File: config.mk
export PLATFORM = sky130hd
export DESIGN_NAME = omsp_sha512_padder
export DESIGN_NICKNAME = d
export VERILOG_FILES = /design/src/rtl/omsp_sha512_padder.sv
export SDC_FILE = /design/constraint.sdc
export NUM_CORES = 1
export LEC_CHECK = 0
export ABC_AREA = 0
export CAP_MARGIN = 30
export CORE_ASPECT_RATIO = 0.9
export CORE_MARGIN = 2
export CORE_UTILIZATION = 53
export CTS_CLUSTER_SIZE = 30
export DETAILED_ROUTE_END_ITERATION = 7
export PLACE_DENSITY = 0.79
export SKIP_CTS_REPAIR_TIMING = 1
export SYNTH_ARGS = -nofsm -noshare
export SYNTH_HDL_FRONTEND = slang
export SYNTH_SLANG_ARGS = --single-unit
File: constraint.sdc
create_clock -name clk -period 3.3 [get_ports clk]
set_input_delay 0.33 -clock clk [delete_from_list [all_inputs] [get_ports clk]]
set_output_delay 0.33 -clock clk [all_outputs]
set_load 0.005 [all_outputs]
File: src/rtl/omsp_sha512_padder.sv
// omsp_sha512_padder: packs 16-bit halfwords big-endian into 64-bit SHA-512 message words
// and appends the 1-bit marker, zero fill and 128-bit bit-length as 16-word blocks.
module omsp_sha512_padder #(
    parameter int LEN_W = 20
) (
    input  logic        clk,
    input  logic        rst,
    input  logic        start,
    input  logic        in_valid,
    input  logic [15:0] in_data,
    output logic        in_ready,
    input  logic        in_final,
    output logic        out_valid,
    output logic [63:0] out_word,
    input  logic        out_ready,
    output logic        out_first,
    output logic        out_block_end,
    output logic        out_last,
    output logic        busy
);
    typedef enum logic [2:0] {IDLE, ABSORB, PAD_MARK, PAD_ZERO, PAD_LEN_HI, PAD_LEN_LO, FLUSH} state_t;
    state_t state_q, state_d;
    logic [63:0] acc_q, out_word_q, ld_word, mark_word;
    logic [LEN_W-1:0] len_q;
    logic [1:0] hw_cnt_q;
    logic [3:0] wcnt_q, pos;
    logic first_q, out_valid_q, out_first_q, out_block_end_q, out_last_q;
    logic hs, free, accept, load;

    always_comb begin
        hs = out_valid_q && out_ready;
        free = !out_valid_q || out_ready;
        in_ready = (state_q == ABSORB) && (hw_cnt_q != 2'd3 || free);
        accept = in_valid && in_ready;
        // a loaded word follows the held one only when that one is leaving this cycle
        pos = out_valid_q ? wcnt_q + 4'd1 : wcnt_q;
        mark_word = hw_cnt_q == 2'd0 ? {16'h8000, 48'h0} :
                    hw_cnt_q == 2'd1 ? {acc_q[63:48], 16'h8000, 32'h0} :
                    hw_cnt_q == 2'd2 ? {acc_q[63:32], 16'h8000, 16'h0} :
                                       {acc_q[63:16], 16'h8000};
        state_d = state_q;
        load = 1'b0;
        ld_word = 64'h0;
        case (state_q)
            IDLE: state_d = start ? ABSORB : IDLE;
            ABSORB: begin
                load = accept && hw_cnt_q == 2'd3;
                ld_word = {acc_q[63:16], in_data};
                state_d = in_final ? PAD_MARK : ABSORB;
            end
            PAD_MARK: begin
                load = free;
                ld_word = mark_word;
                state_d = !free ? PAD_MARK : pos == 4'd13 ? PAD_LEN_HI : PAD_ZERO;
            end
            PAD_ZERO: begin
                load = free;
                state_d = free && pos == 4'd13 ? PAD_LEN_HI : PAD_ZERO;
            end
            PAD_LEN_HI: begin
                load = free;
                state_d = free ? PAD_LEN_LO : PAD_LEN_HI;
            end
            PAD_LEN_LO: begin
                load = free;
                ld_word = 64'(len_q);
                state_d = free ? FLUSH : PAD_LEN_LO;
            end
            FLUSH: state_d = hs ? IDLE : FLUSH;
            default: state_d = IDLE;
        endcase
    end

    always_ff @(posedge clk) begin
        if (rst) begin
            state_q <= IDLE;
            acc_q <= 64'h0;
            len_q <= '0;
            hw_cnt_q <= 2'd0;
            wcnt_q <= 4'd0;
            first_q <= 1'b0;
            out_valid_q <= 1'b0;
            out_word_q <= 64'h0;
            out_first_q <= 1'b0;
            out_block_end_q <= 1'b0;
            out_last_q <= 1'b0;
        end else begin
            state_q <= state_d;
            if (state_q == IDLE && start) begin
                len_q <= '0;
                hw_cnt_q <= 2'd0;
                wcnt_q <= 4'd0;
                first_q <= 1'b1;
            end
            if (accept) begin
                acc_q[{~hw_cnt_q, 4'b0} +: 16] <= in_data;
                hw_cnt_q <= hw_cnt_q + 2'd1;
                len_q <= len_q + LEN_W'(16);
            end
            if (hs) begin
                out_valid_q <= 1'b0;
                wcnt_q <= wcnt_q + 4'd1;
                out_first_q <= 1'b0;
                out_block_end_q <= 1'b0;
                out_last_q <= 1'b0;
            end
            if (load) begin
                out_valid_q <= 1'b1;
                out_word_q <= ld_word;
                out_first_q <= first_q;
                out_block_end_q <= pos == 4'd15;
                out_last_q <= state_q == PAD_LEN_LO;
                first_q <= 1'b0;
            end
        end
    end

    assign out_valid = out_valid_q;
    assign out_word = out_word_q;
    assign out_first = out_first_q;
    assign out_block_end = out_block_end_q;
    assign out_last = out_last_q;
    assign busy = state_q != IDLE;
endmodule

# ---- After elaboration in Yosys (flattened, before gate mapping)
# Index checks and enable logic that the tools add are counted.
dict set report word_totals {
  ff_bits 162
  latch_bits 0
  ramBits 0
  mem_bits_ro 0
  word_cells 74
  n_memories 0
}
dict set report op_classes {
  n_addsub 4
  mul 0
  div 0
  order_cmp 0
  eq_ne 12
  n_shift 2
  mux 27
  bitwise_logic 1
  reduce_logical 17
}
# op count
set op_table {}
lappend op_table {{$pmux 64 s3} 1}
lappend op_table {{$bwmux 64} 1}
lappend op_table {{$mux 64} 1}
lappend op_table {{$shift 16x8->64 const A} 1}
lappend op_table {{$shiftx 16x8->64} 1}
lappend op_table {{$mux 48} 1}
lappend op_table {{$mux 20} 2}
lappend op_table {{$mux 32} 1}
lappend op_table {{$pmux 3 s7} 1}
lappend op_table {{$add 20x5->20 const B} 1}
lappend op_table {{$mux 3} 4}
lappend op_table {{$mux 4} 3}
lappend op_table {{$eq 3x3->1 const B} 3}
lappend op_table {{$eq 4x4->1 const B} 2}
lappend op_table {{$mux 2} 4}
lappend op_table {{$neg 6->8} 1}
lappend op_table {{$mux 1} 7}
lappend op_table {{$eq 3x2->1 const B} 2}
lappend op_table {{$logic_and 1x1->1} 6}
lappend op_table {{$reduce_bool 2->1} 3}
lappend op_table {{$add 4x1->4 const B} 1}
lappend op_table {{$eq 2x2->1 const B} 2}
lappend op_table {{$reduce_or 4->1} 1}
lappend op_table {{$eq 3x1->1 const B} 1}
lappend op_table {{11 further kinds} 12}

# ---- Depth between registers and ports, before layout
# Gate-level depths: netlist of the first run.
dict set report depth {
  depth_word 8
  depth_mapped 9
  mapped_depth_nobuf 5
}

# ---- Worst setup path after synthesis of the first run
# No wires, ideal clock.
dict set report synth_path {
  kind {register to register}
  from {register hw_cnt_q[0]}
  to {register acc_q[38]}
  setup_ns 0.070
  t_arrival_ns 1.925
  setup_slack_ns 1.305
  path_stages_with_launch 7
  period_less_slack_ns 1.995
  cell_sequence {dfxtp_1 inv_1 ha_1 nor3b_1 clkbuf_1 nand4_1 a21oi_1}
}
dict set report synth_via {
  elab_chain_len 4
}
# item line_no
set synth_lines {}
lappend synth_lines {{start: declaration} 25} ;# logic [1:0] hw_cnt_q;
lappend synth_lines {{start signal: assignment} 97} ;# hw_cnt_q <= hw_cnt_q + 2'd1;
lappend synth_lines {{$not 2->2 or $ne 2x2->1 (tied branches)} {96, 33}}
lappend synth_lines {{$neg 6->8 or $logic_or 1x1->1 (tied branches)} {96, 33}}
lappend synth_lines {{$shiftx 16x8->64, or another cell as far along} 96} ;# acc_q[{~hw_cnt_q, 4'b0} +: 16] <= in_data;
lappend synth_lines {{$bwmux 64 or $logic_and 1x1->1 (tied branches)} {96, 34}}
lappend synth_lines {{end signal: indexed assignment} 96}
lappend synth_lines {{end: declaration} 23} ;# logic [63:0] acc_q, out_word_q, ld_word, mark_word;
# Parallel ways exist; a longest one is shown, timed or not.
# A chain may end at the register's enable or synchronous reset.

# ---- Worst setup path after layout of the first run
dict set report layout_path {
  from {register hw_cnt_q[0]}
  to {output in_ready}
}
dict set report layout_via {
  elab_chain_len 3
}
# item line_no
set layout_lines {}
lappend layout_lines {{$ne 2x2->1} 33} ;# in_ready = (state_q == ABSORB) && (hw_cnt_q != 2'd3 || free);
lappend layout_lines {{$logic_or 1x1->1} 33}
lappend layout_lines {{$logic_and 1x1->1} 33}
lappend layout_lines {{end: declaration} 11} ;# output logic in_ready,
# Every way passes these cells.

==> reports/summary.txt, run 1 <==
Share of layout cells above drive strength 1 = 7.84%
Slew HR = 50.2%
Min setup slack post-route = 0.591 ns
Final hold violations = 0
Max VDD drop = 0.276 mV
Final wirelength = 16200 um
Root cell of the clock tree = clkbuf_16
FFs w/ async S/R, synth = 0%
Largest net degree at the start of global routing = 56
Design Area, Final = 7340 um2
Syn_area_per_cell = 9.28 um2
GR Overflow Total = 0
Leakage power = 0.00253 uW
CTS clk-pin slew, worst paths = 0.06 ns
RePlAce Congestion = 0.937
Footprint of the multi-input gates = 2750 um2
CP required = 2.97 ns
Post-Syn Instances = 631
Max frequency = 369 MHz
Synth cell count leaders = 142 x dfxtp_1, 75 x nand2_1, 72 x a21oi_1
Slowest stage delay, CP = 0.49 ns
Drt via density = 6.33
Cts bufs inserted = 17
First-pass GRT wire length = 26400 um
Die area = 11900 um2
Critical path class = reg -> out
Antenna cells = 0
Register Area = 2840 um2
Slowest stage cell, crit path = dfxtp_1
Cells along the critical path = ha_1 > nand3b_1 > and2_1 > clkdlybuf4s50_1
CTS Sinks = 142
Hpwl dp = 10900 um
TritonCTS clock tree = done
Clock latency on the worst-skew pair = 0.42 ns
RSZ-0062 raised after global routing = false
Area delta synth->final = 25.3%
Drt drc = 0
Placed cell area = 6800 um2
Fin. max-slew vios = 0
Dpl ws = 0.650 ns
Synth top area share = 48.5%
Gr usage total = 28.0%
Most numerous cell in the Yosys netlist = dfxtp_1
Syn_nets = 662
Post-synthesis cell type count = 62
Num rows = 36
Hold Path Class = in -> reg
Register bit count reported by yosys = 142
Initial Util = 54.2%
Final setup fails = 0
Die Ht = 104 um
# port buffers = 91
Synth area leader = dfxtp_1
Antenna violations before repair = 0
Fillers = 822
Post-synthesis cell area = 5860 um2
Crit path max fanout = 9
Top cells by area, synth = dfxtp_1 49%, a21oi_1 6.2%, nand4_1 6.1%, a22o_1 5.2%, nand2_1 4.8%
Ports = 92
Routed vias = 5364
Initial drt markers = 454
CP Launch Type = flop
Wirelength per Cell = 19.1 um
YS warnings = 0
Pwr per Cell Area = 548 nW/um2
Htree depth = 4
Post-synth EDFFs = 0
Fin Setup TNS = 0 ns
Primary FF master, synth = dfxtp_1
Layout Skew = 0.00960 ns
Total Nets Final = 733
Arrival @ worst endpoint = 2.38 ns
Final period util = 82.1%
Die X = 115 um
Power Total = 4020 uW
Pre-Repair DR Iteration Count = 5
Crit path capture type = primary output
Max cap viols = 0
Minimum clock period = 2.71 ns
Sequential fraction of the synthesis area = 48.5%
Core outline area = 10800 um2
ANT nets after route = 0
Worst Tran Pin Value = 0.745 ns
Clk buf depth = 2
Outcome = finished, final reports clean
Vias in the first global route = 5151
==> final timing paths <==
path                from           end  slack [ns]  depth (start not counted)
min                  rst     out_valid        0.27                          2
max          hw_cnt_q[0]      in_ready        0.59                          4
max reg2reg  hw_cnt_q[0]  out_word[19]        0.65                          6
min reg2reg    acc_q[55]     acc_q[55]        0.45                          2
==> worst max-delay path, delay by kind of cell (launching register included) <==
family                   cells  cell delay, ns
flip-flops                   1            0.49
AND/OR/NAND/NOR              2            0.64
adder cells (fa/ha/maj)      1            0.39
buffers and inverters        1            0.45
==> registers in the layout, summed over array words and instances (netlist names) <==
register and flops:
first_q 1, len_q 16, hw_cnt_q 2, out_last 1, out_first 1, out_valid 1, state_q 3, acc_q 48
wcnt_q 4, out_block_end 1, out_word 64
==> layout make-up <==
class / count / area share (%)
clock buffers: 19 / 5.90
clock inverters: 12 / 1.53
inverters: 6 / 0.307
multi-input cells: 431 / 37.4
flip-flops and latches: 142 / 38.7
well taps: 133 / 2.27
repair buffers: 104 / 13.8
==> where the power goes <==
part           total, uW  internal [uW]  switching [uW]
Clock               1770           1040             735
Sequential          1800           1750            45.4
Combinational        455            171             284
Total               4020           2960            1060
==> cell usage in the layout (no fill, tap or decap), types with 4 or more instances in the layout <==
cell type and count:
o21ai_0 6, nor2_1 17, nand3b_1 6, o2bb2ai_1 12, or4_1 7, buf_4 12, a211oi_1 4, inv_1 6
or3_1 5, clkdlybuf4s50_1 90, clkbuf_16 17, a21oi_1 72, and2_1 8, and4_1 4, dfxtp_1 142, a31oi_1 7
a22o_1 35, ha_1 9, nand3_1 18, nor3b_1 4, clkinvlp_4 5, mux2i_1 11, a221o_1 4, nand2_1 75
nor2b_1 4, o22a_1 7, nand4_1 57, nor3_1 6, and3_1 10
==> metrics by stage <==
step | instances | utilization, % | hold slack, ns
finish | 847 | 67.9 | 0.268
global route | 847 | 67.9 | 0.264
CTS | 847 | 67.9 | 0.251
detailed placement | 816 | 62.9 | 0.446
global placement | 815 | 62.7 | 0.441
floorplan | 631 | - | 0.427
==> routing by layer <==
metal	track usage, %	part of all wire [%]	vias up	wire, um
li1	-	-	2514	-
met4	11.5	2.2	0	359
met5	0	0	-	0
met1	39.2	44	2571	7160
met3	4.86	7.2	34	1170
met2	42.6	46	245	7500
==> cell families (layout without fill, tap and decap cells) <==
logic type | count (synthesis) | after routing | share of synthesized area [%]
AND/OR/NAND/NOR | 233 | 233 | 21.6
adder cells (fa/ha/maj) | 9 | 9 | 1.92
multiplexers | 14 | 14 | 2.46
XOR/XNOR | 4 | 4 | 0.598
buffers and inverters | 58 | 141 | 4.57
AO/OA/AOI/OAI | 171 | 171 | 20.3
flip-flops | 142 | 142 | 48.5
No activity file was read; power rests on OpenSTA's default activity.
==> run 2: changes to the inputs <==
--- a/config.mk
+++ b/config.mk
@@ -9,10 +9,10 @@
 export CAP_MARGIN = 30
 export CORE_ASPECT_RATIO = 0.9
 export CORE_MARGIN = 2
-export CORE_UTILIZATION = 53
+export CORE_UTILIZATION = 48
 export CTS_CLUSTER_SIZE = 30
 export DETAILED_ROUTE_END_ITERATION = 7
-export PLACE_DENSITY = 0.79
+export PLACE_DENSITY = 0.75
 export SKIP_CTS_REPAIR_TIMING = 1
 export SYNTH_ARGS = -nofsm -noshare
 export SYNTH_HDL_FRONTEND = slang
==> constraint.sdc (replaced) <==
create_clock -name clk -period 2.4 [get_ports clk]
set_input_delay 0.24 -clock clk [delete_from_list [all_inputs] [get_ports clk]]
set_output_delay 0.24 -clock clk [all_outputs]
set_load 0.005 [all_outputs]
==> reports/summary.txt, run 2 (synthesis results as in run 1) <==
Outcome = finished, final reports clean
FF-to-FF End = out_word[7]
First-pass GRT wire length = 25500 um
CTS Sinks = 142
Sequential Power Share = 42.7%
R2R cell count = 6
Drt drc = 0
WL met2 = 6930 um
Antenna cells = 0
M1 WL = 7600 um
GR Overflow Total = 0
Pre-Repair DR Iteration Count = 5
Worst Tran Pin Value = 0.615 ns
Footprint of the multi-input gates = 2750 um2
Die area = 13100 um2
CP delay by family, top = buffers and inverters
Crit path max fanout = 11
Fin Setup TNS = 0 ns
Htree depth = 4
P_int = 4320 uW
Minimum clock period = 2.30 ns
Max frequency = 435 MHz
Worst Hold Depth = 2
Routed vias = 5211
Final setup fails = 0
Die X = 120 um
Clk buf depth = 2
Area delta synth->final = 28.1%
Power Total = 5760 uW
Slew HR = 58.8%
CP required = 2.16 ns
Register Area = 2850 um2
Commonest non-fill, non-tap cell in the layout = dfxtp_1
Antenna violations before repair = 0
Core outline area = 12000 um2
Total buffers and inverters traversed by the critical path = 2
Ports = 92
Pwr per Cell Area = 768 nW/um2
Comb pwr share = 11.4%
Wirelength per Cell = 17.8 um
Switching share of power = 25.0%
Number of flip-flops in the largest register = 64
FF-to-FF Start = state_q[2]
Fin. max-slew vios = 0
Final wirelength = 15800 um
Drt via density = 5.88
P_sw = 1440 uW
Metal3 WL = 922 um
Root cell of the clock tree = clkbuf_16
Worst hold start = rst
Top layer in use = met4
Final period util = 95.7%
Num rows = 38
Fillers = 1021
Cells along the critical path = nor3b_4 > buf_4 > and2_1 > clkdlybuf4s50_1
Max VDD drop = 0.523 mV
Initial Util = 48.9%
Initial drt markers = 341
Final hold violations = 0
TritonCTS clock tree = done
Hold EP = out_word[0]
R2R Setup Slk = 0.36 ns
Crit path capture type = primary output
Hpwl dp = 11100 um
RSZ-0062 raised after global routing = false
Clock power share = 45.9%
Most frequent cells in the layout = 140 x dfxtp_1, 90 x clkdlybuf4s50_1, 75 x nand2_1
Share of layout cells above drive strength 1 = 9.64%
Vias in the first global route = 4864
Arrival @ worst endpoint = 2.06 ns
CP Launch Type = flop
Largest net degree at the start of global routing = 51
Slowest stage cell, crit path = clkdlybuf4s50_1
Cts bufs inserted = 17
ANT nets after route = 0
RePlAce Congestion = 0.911
Clock latency on the worst-skew pair = 0.43 ns
CTS clk-pin slew, worst paths = 0.06 ns
Critical path class = reg -> out
Total Nets Final = 745
Die Ht = 109 um
Hold Path Class = in -> reg
# port buffers = 91
Slowest stage delay, CP = 0.52 ns
Layout Skew = 0.00843 ns
Leakage power = 0.00261 uW
Gr usage total = 25.2%
Max cap viols = 0
==> run 2: cell count changes in the layout (fill, tap and decap cells not counted), moves of 2 or more <==
cell / delta
buf_4: +13
inv_6: -3
dfxtp_1: -2
dfxtp_2: +2
bufinv_16: +2
clkinvlp_4: -2
==> run 2: stage by stage <==
step                instances  area [um2]  util (%)  setup WS [ns]  hold WS (ns)
floorplan                 631        5860         -          0.405         0.392
global placement          853        6890      57.5          0.263         0.440
detailed placement        853        6890      57.5          0.177         0.445
CTS                       884        7480      62.4         0.0216         0.136
global route              886        7500      62.6         0.0454         0.165
finish                    886        7500      62.6          0.103         0.148
==> run 2: power by group through the flow <==
stage | combinational (uW) | clock (uW) | sequential [uW]
final | 659 | 2640 | 2460
after detailed placement | 643 | 0 | 2510
after global placement | 630 | 0 | 2510
after global routing | 717 | 2780 | 2470
after CTS | 646 | 2660 | 2460
after floorplan | 397 | 0 | 2500
==> run 2: worst max path at each step <==
stage / cells past startpoint / start / end / slack [ns]
finish: 4 / state_q[2] / in_ready / 0.10
global route: 4 / state_q[2] / in_ready / 0.05
CTS: 4 / hw_cnt_q[0] / in_ready / 0.02
detailed placement: 5 / hw_cnt_q[0] / acc_q[25] / 0.18
global placement: 6 / hw_cnt_q[0] / len_q[10] / 0.26
floorplan: 6 / hw_cnt_q[0] / acc_q[38] / 0.40
==> run 2: area by class of cell <==
type | instances | share of cell area, %
Sequential cell | 142 | 37.9
Multi-Input combinational cell | 431 | 36.7
Timing Repair Buffer | 116 | 14.6
Clock buffer | 21 | 6.00
Tap cell | 160 | 2.67
Clock inverter | 10 | 1.87
Inverter | 6 | 0.300
==> run 2: layer usage <==
metal	global-route usage (%)	vias up
met5	0	-
met4	11.0	0
met3	4.86	27
met2	37.6	176
met1	35.8	2486
li1	-	2522
